$ cat src/rtl/convolution_3x3_if.sv
// convolution_3x3_if: pixel stream, kernel bus and filtered-pixel output of the 3x3 convolution engine
interface convolution_3x3_if #(
    parameter int HWIDTH = 11,
    parameter int VWIDTH = 10
);
    logic                        data_valid_in;
    logic [2:0][15:0]            data_in;
    logic [HWIDTH-1:0]           hcount_in;
    logic [VWIDTH-1:0]           vcount_in;
    logic signed [2:0][2:0][7:0] coeffs;
    logic signed [7:0]           shift;
    logic [15:0]                 line_out;
    logic [HWIDTH-1:0]           hcount_out;
    logic [VWIDTH-1:0]           vcount_out;
    logic                        data_valid_out;

    modport master (
        output data_valid_in, data_in, hcount_in, vcount_in, coeffs, shift,
        input  line_out, hcount_out, vcount_out, data_valid_out
    );

    modport slave (
        input  data_valid_in, data_in, hcount_in, vcount_in, coeffs, shift,
        output line_out, hcount_out, vcount_out, data_valid_out
    );
endinterface

$ cat src/rtl/convolution_3x3.sv
// convolution_3x3: streaming 3x3 RGB565 convolution; define CONV_SATURATE_EN to clamp channels instead of wrapping
module convolution_3x3 #(
    parameter int HWIDTH = 11,
    parameter int VWIDTH = 10
) (
    input logic              clk_in,
    input logic              rst_in,
    convolution_3x3_if.slave bus
);
    logic [2:0][2:0][15:0]       r_win;
    logic signed [2:0][2:0][7:0] r_coef;
    logic signed [7:0]           r_shift;
    logic [3:0]                  r_amt;
    logic [3:0]                  r_valid;
    logic [3:0][HWIDTH-1:0]      r_h;
    logic [3:0][VWIDTH-1:0]      r_v;
    logic signed [14:0]          r_prod [3][3][3];
    logic signed [19:0]          w_acc [3];
    logic [15:0]                 r_line;
    logic [3:0]                  w_amt;
    logic                        w_frame_start;

    assign w_frame_start = bus.data_valid_in && bus.hcount_in == '0 && bus.vcount_in == '0;
    assign w_amt = r_shift[7] ? 4'd0 : (|r_shift[6:4] ? 4'd15 : r_shift[3:0]);

    function automatic logic [6:0] chan(input logic [15:0] p, input int ch);
        return ch == 0 ? {2'b0, p[15:11]} : ch == 1 ? {1'b0, p[10:5]} : {2'b0, p[4:0]};
    endfunction

    // Window shifts in one column per valid cycle; kernel and shift latch only at frame start
    always_ff @(posedge clk_in) begin
        if (rst_in) begin
            r_win   <= '0;
            r_coef  <= '0;
            r_shift <= '0;
        end else begin
            if (bus.data_valid_in) r_win <= {r_win[1], r_win[0], bus.data_in};
            if (w_frame_start) begin
                r_coef  <= bus.coeffs;
                r_shift <= bus.shift;
            end
        end
    end

    // Valid and counts travel alongside the data so bubbles reappear 3 edges later
    always_ff @(posedge clk_in) begin
        if (rst_in) begin
            r_valid <= '0;
            r_h     <= '0;
            r_v     <= '0;
        end else begin
            r_valid <= {r_valid[2:0], bus.data_valid_in};
            r_h     <= {r_h[2:0], bus.hcount_in};
            r_v     <= {r_v[2:0], bus.vcount_in};
        end
    end

    // Stage 1: signed coeff times zero-extended channel; kernel column 0 meets the oldest column
    always_ff @(posedge clk_in) begin
        if (rst_in) begin
            r_amt <= '0;
            for (int ch = 0; ch < 3; ch++)
                for (int r = 0; r < 3; r++)
                    for (int c = 0; c < 3; c++)
                        r_prod[ch][r][c] <= '0;
        end else begin
            r_amt <= w_amt;
            for (int ch = 0; ch < 3; ch++)
                for (int r = 0; r < 3; r++)
                    for (int c = 0; c < 3; c++)
                        r_prod[ch][r][c] <= 15'($signed(r_coef[r][c])) * 15'($signed(chan(r_win[2-c][r], ch)));
        end
    end

    // Sum of the nine products per channel; 20 bits cannot overflow
    always_comb begin
        for (int ch = 0; ch < 3; ch++) w_acc[ch] = '0;
        for (int ch = 0; ch < 3; ch++)
            for (int r = 0; r < 3; r++)
                for (int c = 0; c < 3; c++)
                    w_acc[ch] = w_acc[ch] + 20'(r_prod[ch][r][c]);
    end

`ifdef CONV_SATURATE_EN
    logic signed [19:0] r_sum [3];

    function automatic logic [5:0] clamp(input logic signed [19:0] v, input logic g);
        return v[19] ? 6'd0 : (|v[18:6] || (!g && v[5])) ? (g ? 6'd63 : 6'd31) : v[5:0];
    endfunction

    // Stage 2: arithmetic shift of each channel sum
    always_ff @(posedge clk_in) begin
        if (rst_in) for (int ch = 0; ch < 3; ch++) r_sum[ch] <= '0;
        else for (int ch = 0; ch < 3; ch++) r_sum[ch] <= w_acc[ch] >>> r_amt;
    end

    // Stage 3: clamp each channel into its 5/6/5-bit range
    always_ff @(posedge clk_in) begin
        if (rst_in) r_line <= '0;
        else r_line <= {5'(clamp(r_sum[0], 1'b0)), clamp(r_sum[1], 1'b1), 5'(clamp(r_sum[2], 1'b0))};
    end
`else
    logic [15:0] r_sum;

    // Stage 2: arithmetic shift, keeping only the low 5/6/5 bits that the wrap output uses
    always_ff @(posedge clk_in) begin
        if (rst_in) r_sum <= '0;
        else r_sum <= {5'(w_acc[0] >>> r_amt), 6'(w_acc[1] >>> r_amt), 5'(w_acc[2] >>> r_amt)};
    end

    // Stage 3: wrapped pixel onto the output register
    always_ff @(posedge clk_in) begin
        if (rst_in) r_line <= '0;
        else r_line <= r_sum;
    end
`endif

    assign bus.line_out       = r_line;
    assign bus.data_valid_out = r_valid[3];
    assign bus.hcount_out     = r_h[3];
    assign bus.vcount_out     = r_v[3];
endmodule

$ cat src/flat_wrapper.sv
// flat-port wrapper written by rule: the top's interface ports become plain ports
module convolution_3x3_flat 
#(
    parameter int HWIDTH = 11,
    parameter int VWIDTH = 10
)
  (clk_in, rst_in, bus_data_valid_in, bus_data_in, bus_hcount_in, bus_vcount_in, bus_coeffs, bus_shift, bus_line_out, bus_hcount_out, bus_vcount_out, bus_data_valid_out);
  convolution_3x3_if #(.HWIDTH(HWIDTH), .VWIDTH(VWIDTH)) bus_i ();
  input logic clk_in;
  input logic rst_in;
  input wire logic [$bits(bus_i.data_valid_in)-1:0] bus_data_valid_in;
  input wire logic [$bits(bus_i.data_in)-1:0] bus_data_in;
  input wire logic [$bits(bus_i.hcount_in)-1:0] bus_hcount_in;
  input wire logic [$bits(bus_i.vcount_in)-1:0] bus_vcount_in;
  input wire logic [$bits(bus_i.coeffs)-1:0] bus_coeffs;
  input wire logic [$bits(bus_i.shift)-1:0] bus_shift;
  output wire logic [$bits(bus_i.line_out)-1:0] bus_line_out;
  output wire logic [$bits(bus_i.hcount_out)-1:0] bus_hcount_out;
  output wire logic [$bits(bus_i.vcount_out)-1:0] bus_vcount_out;
  output wire logic [$bits(bus_i.data_valid_out)-1:0] bus_data_valid_out;
  assign bus_i.data_valid_in = bus_data_valid_in;
  assign bus_i.data_in = bus_data_in;
  assign bus_i.hcount_in = bus_hcount_in;
  assign bus_i.vcount_in = bus_vcount_in;
  assign bus_i.coeffs = bus_coeffs;
  assign bus_i.shift = bus_shift;
  assign bus_line_out = bus_i.line_out;
  assign bus_hcount_out = bus_i.hcount_out;
  assign bus_vcount_out = bus_i.vcount_out;
  assign bus_data_valid_out = bus_i.data_valid_out;
  convolution_3x3 #(.HWIDTH(HWIDTH), .VWIDTH(VWIDTH)) u_core (.clk_in(clk_in), .rst_in(rst_in), .bus(bus_i));
endmodule
$ cat config.mk
export PLATFORM = sky130hd
export DESIGN_NAME = convolution_3x3_flat
export DESIGN_NICKNAME = d
export VERILOG_FILES = /design/src/rtl/convolution_3x3_if.sv /design/src/rtl/convolution_3x3.sv /design/src/flat_wrapper.sv
export SDC_FILE = /design/constraint.sdc
export NUM_CORES = 2
export LEC_CHECK = 0
export BUFFER_PORTS_ARGS = -buffer_cell sky130_fd_sc_hd__buf_2
export CAP_MARGIN = 20
export CORE_AREA = 2 2 360 362
export CTS_BUF_LIST = sky130_fd_sc_hd__clkbuf_16
export CTS_CLUSTER_SIZE = 30
export DETAILED_ROUTE_END_ITERATION = 16
export DIE_AREA = 0 0 362 364
export GPL_TIMING_DRIVEN = 0
export PLACE_DENSITY = 0.74
export SLEW_MARGIN = 10
export SYNTH_ARGS = -nofsm -noshare
export SYNTH_HDL_FRONTEND = slang
export SYNTH_SLANG_ARGS = --single-unit
$ cat constraint.sdc
create_clock -name clk_in -period 8.3 [get_ports clk_in]
set_input_delay 0 -clock clk_in [delete_from_list [all_inputs] [get_ports clk_in]]
set_output_delay 0 -clock clk_in [all_outputs]
set_load 0.1 [all_outputs]
# == Word level (Yosys, flattened, before mapping) ==
# Memories as Yosys holds them, arrays and structs flattened.
# Index checks and enable logic that the tools add are counted.
# totals
register_bits,348
latch_bits,0
ramBits,405
mem_bits_ro,0
inputBits,152
output_inout_bits,38
wordCells,150
mem_count,1
# op_classes
addsub,24
n_mul,27
div_mod_pow,0
n_lt_le_gt_ge,0
eq_ne,0
n_shift,3
n_mux,31
bitwise,27
reduce_logical,6
# mem_list
memory,words,word_bits,rd,rd_clocked_by_memory_dff,wr,line,text
u_core.r_prod,3,135,3,0,3,convolution_3x3.sv:17,logic signed [14:0] r_prod [3][3][3];
# ops
cell,n
$mux W15,27
$add A20 B15 Y20,18
$mul A8 B6 Y14,18
$mul A8 B7 Y15,9
$add A16 B15 Y17,3
$add A15 B15 Y16,3
$sshr A20 B4 Y5,2
$or A1 B1 Y1,27
$sshr A20 B4 Y6,1
$logic_not A11 Y1,1
$logic_not A10 Y1,1
$mux W4,1
$mux W1,3
$reduce_or A3 Y1,1
$logic_and A1 B1 Y1,2
$reduce_or A2 Y1,1

# == Depth between registers and ports, before layout ==
# An unclocked memory read counts as a cell.
# logic_depth
word_depth,10
depth_mapped,31
ltp_nobuf,30

# == Worst setup path before layout ==
# Ideal clock, no wire load.
# synth_path
path_type,reg-to-reg
startpoint,mem u_core.r_prod[0][361] (netlist bit)
endpoint,reg u_core.r_sum[4]
setup_time_ns,0.116
arrival_ns,6.572
required_time_ns,8.184
path_slack_ns,1.611
stages_incl_launch_ff,31
n_path_buf,1
synth_period_minus_slack_ns,6.689
cell_sequence,dfxtp_1 -> inv_1 -> fa_1 -> inv_1 -> ha_1 -> inv_1 -> fa_1 -> nor2b_1 -> o21ai_0 -> a21oi_1 -> o21ai_0 -> nand2b_1 -> a21oi_1 -> o21ba_2 -> xor2_1 -> fa_1 -> fa_1 -> fa_1 -> inv_1 -> fa_1 -> ha_1 -> clkbuf_1 -> nand2_1 -> a2111oi_0 -> nor2_1 -> o31ai_1 -> xor2_1 -> a221oi_1 -> nor3_1 -> o311a_1 -> a41o_1
# synth_rtl
element,line,text
"start, declared",convolution_3x3.sv:17,
"end signal, assigned",convolution_3x3.sv:108,"else r_sum <= {5'(w_acc[0] >>> r_amt), 6'(w_acc[1] >>> r_amt), 5'(w_acc[2] >>> r_amt)};"
"end, declared",convolution_3x3.sv:103,logic [15:0] r_sum;

==> results by stage <==
Status:
- The flow ran to the end, and the final reports show no timing, DRC or antenna violations.

Power and ir drop:
- The largest voltage drop on the vdd net is 151 uV.
- The total design power is 7.89 mW.
- For this design the ratio of total power to cell area is 94.1 nW/um^2.
- In this run the static leakage power is about 43 nW.

Final layout:
- The area growth from synthesis to layout is 9.97%.
- The share of cells above drive strength 1 is 4.59%.
- Leaving out fill and tap cells, the most frequent cells in the layout are sky130_fd_sc_hd__inv_1, sky130_fd_sc_hd__fa_1, sky130_fd_sc_hd__ha_1.
- After the flow finishes, the layout carries non-filler instances totaling 10500.
- After the last flow step, the layout net total stands at 10800.
- The library cell used most frequently in the layout, excluding fill and tap cells, is sky130_fd_sc_hd__inv_1.
- The post-route cell area is 83800 um^2.

Route:
- For this block, the initial DRC count from the detailed router was 4850.
- Dividing the detail-routed wire length by the instance count gives 20.9 um.
- The detailed router used layers up to and including met5.
- The routed layout has 57400 vias.
- After detailed routing, the number of vias per cell comes to 5.49.
- The DRC violation count after routing is 0.
- The number of search-and-repair iterations in the first detailed-routing pass is 6.
- Summed over all layers, the routed wires come to 218 mm.
- The number of antenna-violating nets in the routed design is 0.
- The post-route met1 wirelength is slightly above 90 mm.
- Wire segments on met2 add up to ~95 mm in the final route.
- Wire segments on met3 add up to 20.0 mm in the final route.

Yosys:
- The mux share of post-synthesis cell area is 2.50%.
- The post-synth net total is 10300.
- In this run the cell area of the synthesized design comes to 76200 um^2.
- In this run, synthesis inferred 0 flip-flops with an integrated enable.
- The fraction of the mapped netlist area in simple logic gates is 15.2%.
- By area, the combinational part of the netlist is dominated by adder cells.
- The cell type with the highest aggregate area in the netlist is sky130_fd_sc_hd__fa_1.
- The share of the synthesized netlist area taken by xor and xnor gates is 5.11%.
- The number of cells produced by synthesis is between 8000 and 9000.
- The part of the Yosys area used for sequential elements is roughly 19%.
- The distinct cell type count after synthesis is 73.
- The average instance in the mapped netlist occupies 9.21 um^2.
- Among all flip-flop cells after synthesis, the most frequent one is sky130_fd_sc_hd__dfxtp_1.
- The share of synthesized flip-flops with an asynchronous set or reset is 0%.
- The synthesis-stage register bit count is 735.
- The area share of fa/ha/maj cells after synthesis is 41.5%.
- By area the synthesized netlist is led by sky130_fd_sc_hd__fa_1, sky130_fd_sc_hd__dfxtp_1, sky130_fd_sc_hd__ha_1.
- The fraction of synthesized cell area taken by the top area cell type is 27.9%.
- The synthesis warning total is 0.
- Summing the areas of all compound-gate instances in the mapped netlist gives 7.31% of the synthesized area.

Global route:
- Entering global routing, the biggest net connects 15 pins.
- The total overflow left after global routing is 0.
- The first global-routing pass estimated approximately 330 mm of wire.
- The number of global-route vias before repair was 58300.
- Across every metal layer, demand over resource in global routing totals between 30% and 40%.
- The initial antenna violation count came to 9.

Placed design:
- The total placed instance area is 79400 um^2.
- The number of placed instances, taps included is about 10000.
- At the end of routability-driven placement, the weighted congestion stood at 1.02.
- The sum of net half-perimeters after detailed placement is 180 mm.
- Buffers placed on the I/O ports in this run total approximately 190.

Timing:
- Derived from the worst setup path, the maximum achievable clock frequency is 127 MHz.
- The setup-violating endpoint count in the final report is 0.
- The pin slew with the least headroom to its limit is roughly 1.2 ns.
- On the final layout, the worst clock skew is 0.0290 ns.
- Setup total negative slack on the finished layout was measured at 0 ns.
- The final count of hold timing violations is 0.
- The final max-slew violation count is 0.
- Measured against its own limit, the worst slew margin works out to around 18%.
- After layout, the worst path uses 94.7% of the clock period.
- Final hold analysis gives a worst-case slack of 0.0552 ns.
- Setup repair after global routing left no endpoint under its margin.
- The time the final worst path needs with I/O delays and setup is 7.86 ns.

Floorplanning:
- The starting density of the core is 59.4%.
- The floorplan step set the die height to ~360 um.
- The die outline width is 362 um.
- The area of the core is 128000 um^2.
- The die covers 132000 um^2.
- The number of placement rows is ~130.
- In this run the count of I/O pins placed on the die edge is 190.

CTS:
- The H-tree was split into 3 levels.
- The CTS buffer count is 85.
- The TritonCTS clock tree is done.
- No sink is reached through more buffers than the 3 on the longest clock path.
- The number of clock sinks seen by CTS is ~740.
- The cell sitting at the root of the clock tree is a sky130_fd_sc_hd__clkbuf_16.
- The insertion delay to the later sink of the worst-skew pair is 0.73 ns.
- After clock tree synthesis, the clock-pin slew on the worst setup and hold paths is 0.07 ns.
- After clock tree synthesis, the setup repair step added 0 buffers.

Job:
- Across the run, the number of max-cap violations was 0.

Setup path:
- By startpoint and endpoint, the worst setup path is classified as flip-flop to flip-flop.
- STA puts the critical path data required time at 8.85 ns.
- The worst setup path is captured at a flip-flop.
- For the worst flop-to-flop path, the logic depth is 28.
- The slowest stage of the critical path belongs to the cell sky130_fd_sc_hd__fa_1.
- The type of element launching the critical path is a flip-flop.
- The register-to-register setup slack is ~0.44 ns.
- The maximum fanout along the worst path is 5.
- The highest cell delay on the worst timing path is 0.54 ns.
- In this design, the critical path's most frequently occurring cell is sky130_fd_sc_hd__fa_1.
- The arrival time at the worst endpoint is 8.41 ns.

Worst hold path:
- The number of cells traversed by the worst hold path is 4.
- The path class of the tightest hold or removal check is primary input to flip-flop.
## area by class of cell
cell class                 instances  area, um^2
multi-input combinational       5710       54600
fill                           10400       44500
sequential                       735       14700
inverter                        1525        5720
timing repair buffer             351        2580
clock buffer                      85        2130
tap                             1675        2100
buffer                           304        1230
clock inverter                    71         758
antenna                            3        7.51
## stage by stage
step / util (%) / setup WS [ns]
6_report: 65.3 / 0.438
5_1_grt: 65.3 / 0.0230
4_1_cts: 65.3 / 0.441
3_5_place_dp: 61.9 / 0.483
3_3_place_gp: 61.8 / -0.105
2_1_floorplan: - / 1.61
## synth_stat cells, types with 5 or more instances
master and number:
sky130_fd_sc_hd__nor2b_1 225, sky130_fd_sc_hd__inv_1 1522, sky130_fd_sc_hd__o41ai_1 18, sky130_fd_sc_hd__nor4_1 6
sky130_fd_sc_hd__buf_4 21, sky130_fd_sc_hd__o211ai_1 21, sky130_fd_sc_hd__a21o_1 122, sky130_fd_sc_hd__and3_1 18
sky130_fd_sc_hd__xor2_1 130, sky130_fd_sc_hd__dfxtp_1 735, sky130_fd_sc_hd__mux2_2 6, sky130_fd_sc_hd__a211o_1 10
sky130_fd_sc_hd__fa_1 1064, sky130_fd_sc_hd__o21ai_0 110, sky130_fd_sc_hd__or2_2 8, sky130_fd_sc_hd__a2111oi_0 5
sky130_fd_sc_hd__nand2b_1 15, sky130_fd_sc_hd__and2_1 810, sky130_fd_sc_hd__clkbuf_1 267, sky130_fd_sc_hd__xnor2_1 315
sky130_fd_sc_hd__buf_1 14, sky130_fd_sc_hd__nor3_1 36, sky130_fd_sc_hd__nand3_1 38, sky130_fd_sc_hd__or3_1 9
sky130_fd_sc_hd__ha_1 826, sky130_fd_sc_hd__mux4_2 10, sky130_fd_sc_hd__o21a_1 14, sky130_fd_sc_hd__a21oi_1 368
sky130_fd_sc_hd__o31ai_1 6, sky130_fd_sc_hd__nand2_1 602, sky130_fd_sc_hd__o21bai_1 93, sky130_fd_sc_hd__mux2i_1 161
sky130_fd_sc_hd__o22ai_1 5, sky130_fd_sc_hd__a31oi_1 27, sky130_fd_sc_hd__a211oi_1 32, sky130_fd_sc_hd__a311oi_1 7
sky130_fd_sc_hd__nor2_1 530
## power by group
| part | internal [mW] | switching (mW) |
|---|---|---|
| Combinational | 0.134 | 0.236 |
| Sequential | 3.57 | 0.0464 |
| Clock | 2.21 | 1.69 |
| Total | 5.91 | 1.98 |
## cells by family after synthesis
logic type,after synthesis
flip-flops,735
buffers and inverters,1829
multiplexers,177
AO/OA/AOI/OAI,887
XOR/XNOR,445
AND/OR/NAND/NOR,2311
adder cells (fa/ha/maj),1890
## timing repair
item                       CTS  global route
hold buffers               153             0
hold endpoints to repair   151             0
gates resized for setup      0             2
setup endpoints to repair    0             1
## state kept, by name (all words and copies together) (netlist names)
name,cells
u_core.r_v,30
u_core.bus.hcount_out,11
u_core.r_shift,8
u_core.r_coef,72
u_core.r_prod,387
u_core.bus.line_out,16
u_core.r_win,144
u_core.r_h,33
u_core.r_valid,4
u_core.r_amt,4
u_core.r_sum,16
u_core.bus.vcount_out,10
## critical path: cells and delay by family, from the launching register on
| family | cells | cell delay [ns] |
|---|---|---|
| compound gates | 9 | 1.59 |
| mux | 1 | 0.51 |
| simple gates | 4 | 0.88 |
| fa+ha+maj | 8 | 3.41 |
| flops | 1 | 0.32 |
| xor+xnor | 2 | 0.71 |
| buf+inv | 4 | 0.28 |
## metal layers
metal	GRT usage (%)	vias up
met5	0	-
met4	15.5	14
met3	7.64	435
met2	51.8	2106
met1	45.1	28500
li1	-	26400
## path summary, 6_finish.rpt
path                                     from                             to
max          u_core.r_prod[0][226]$_SDFF_PP0_     u_core.r_sum[6]$_SDFF_PP0_
min                           bus_data_in[30]  u_core.r_win[30]$_SDFFE_PP0P_
max reg2reg  u_core.r_prod[0][226]$_SDFF_PP0_     u_core.r_sum[6]$_SDFF_PP0_
min reg2reg      u_core.r_valid[0]$_SDFF_PP0_   u_core.r_valid[1]$_SDFF_PP0_
Note: power is estimated with default switching activity, not from simulation.
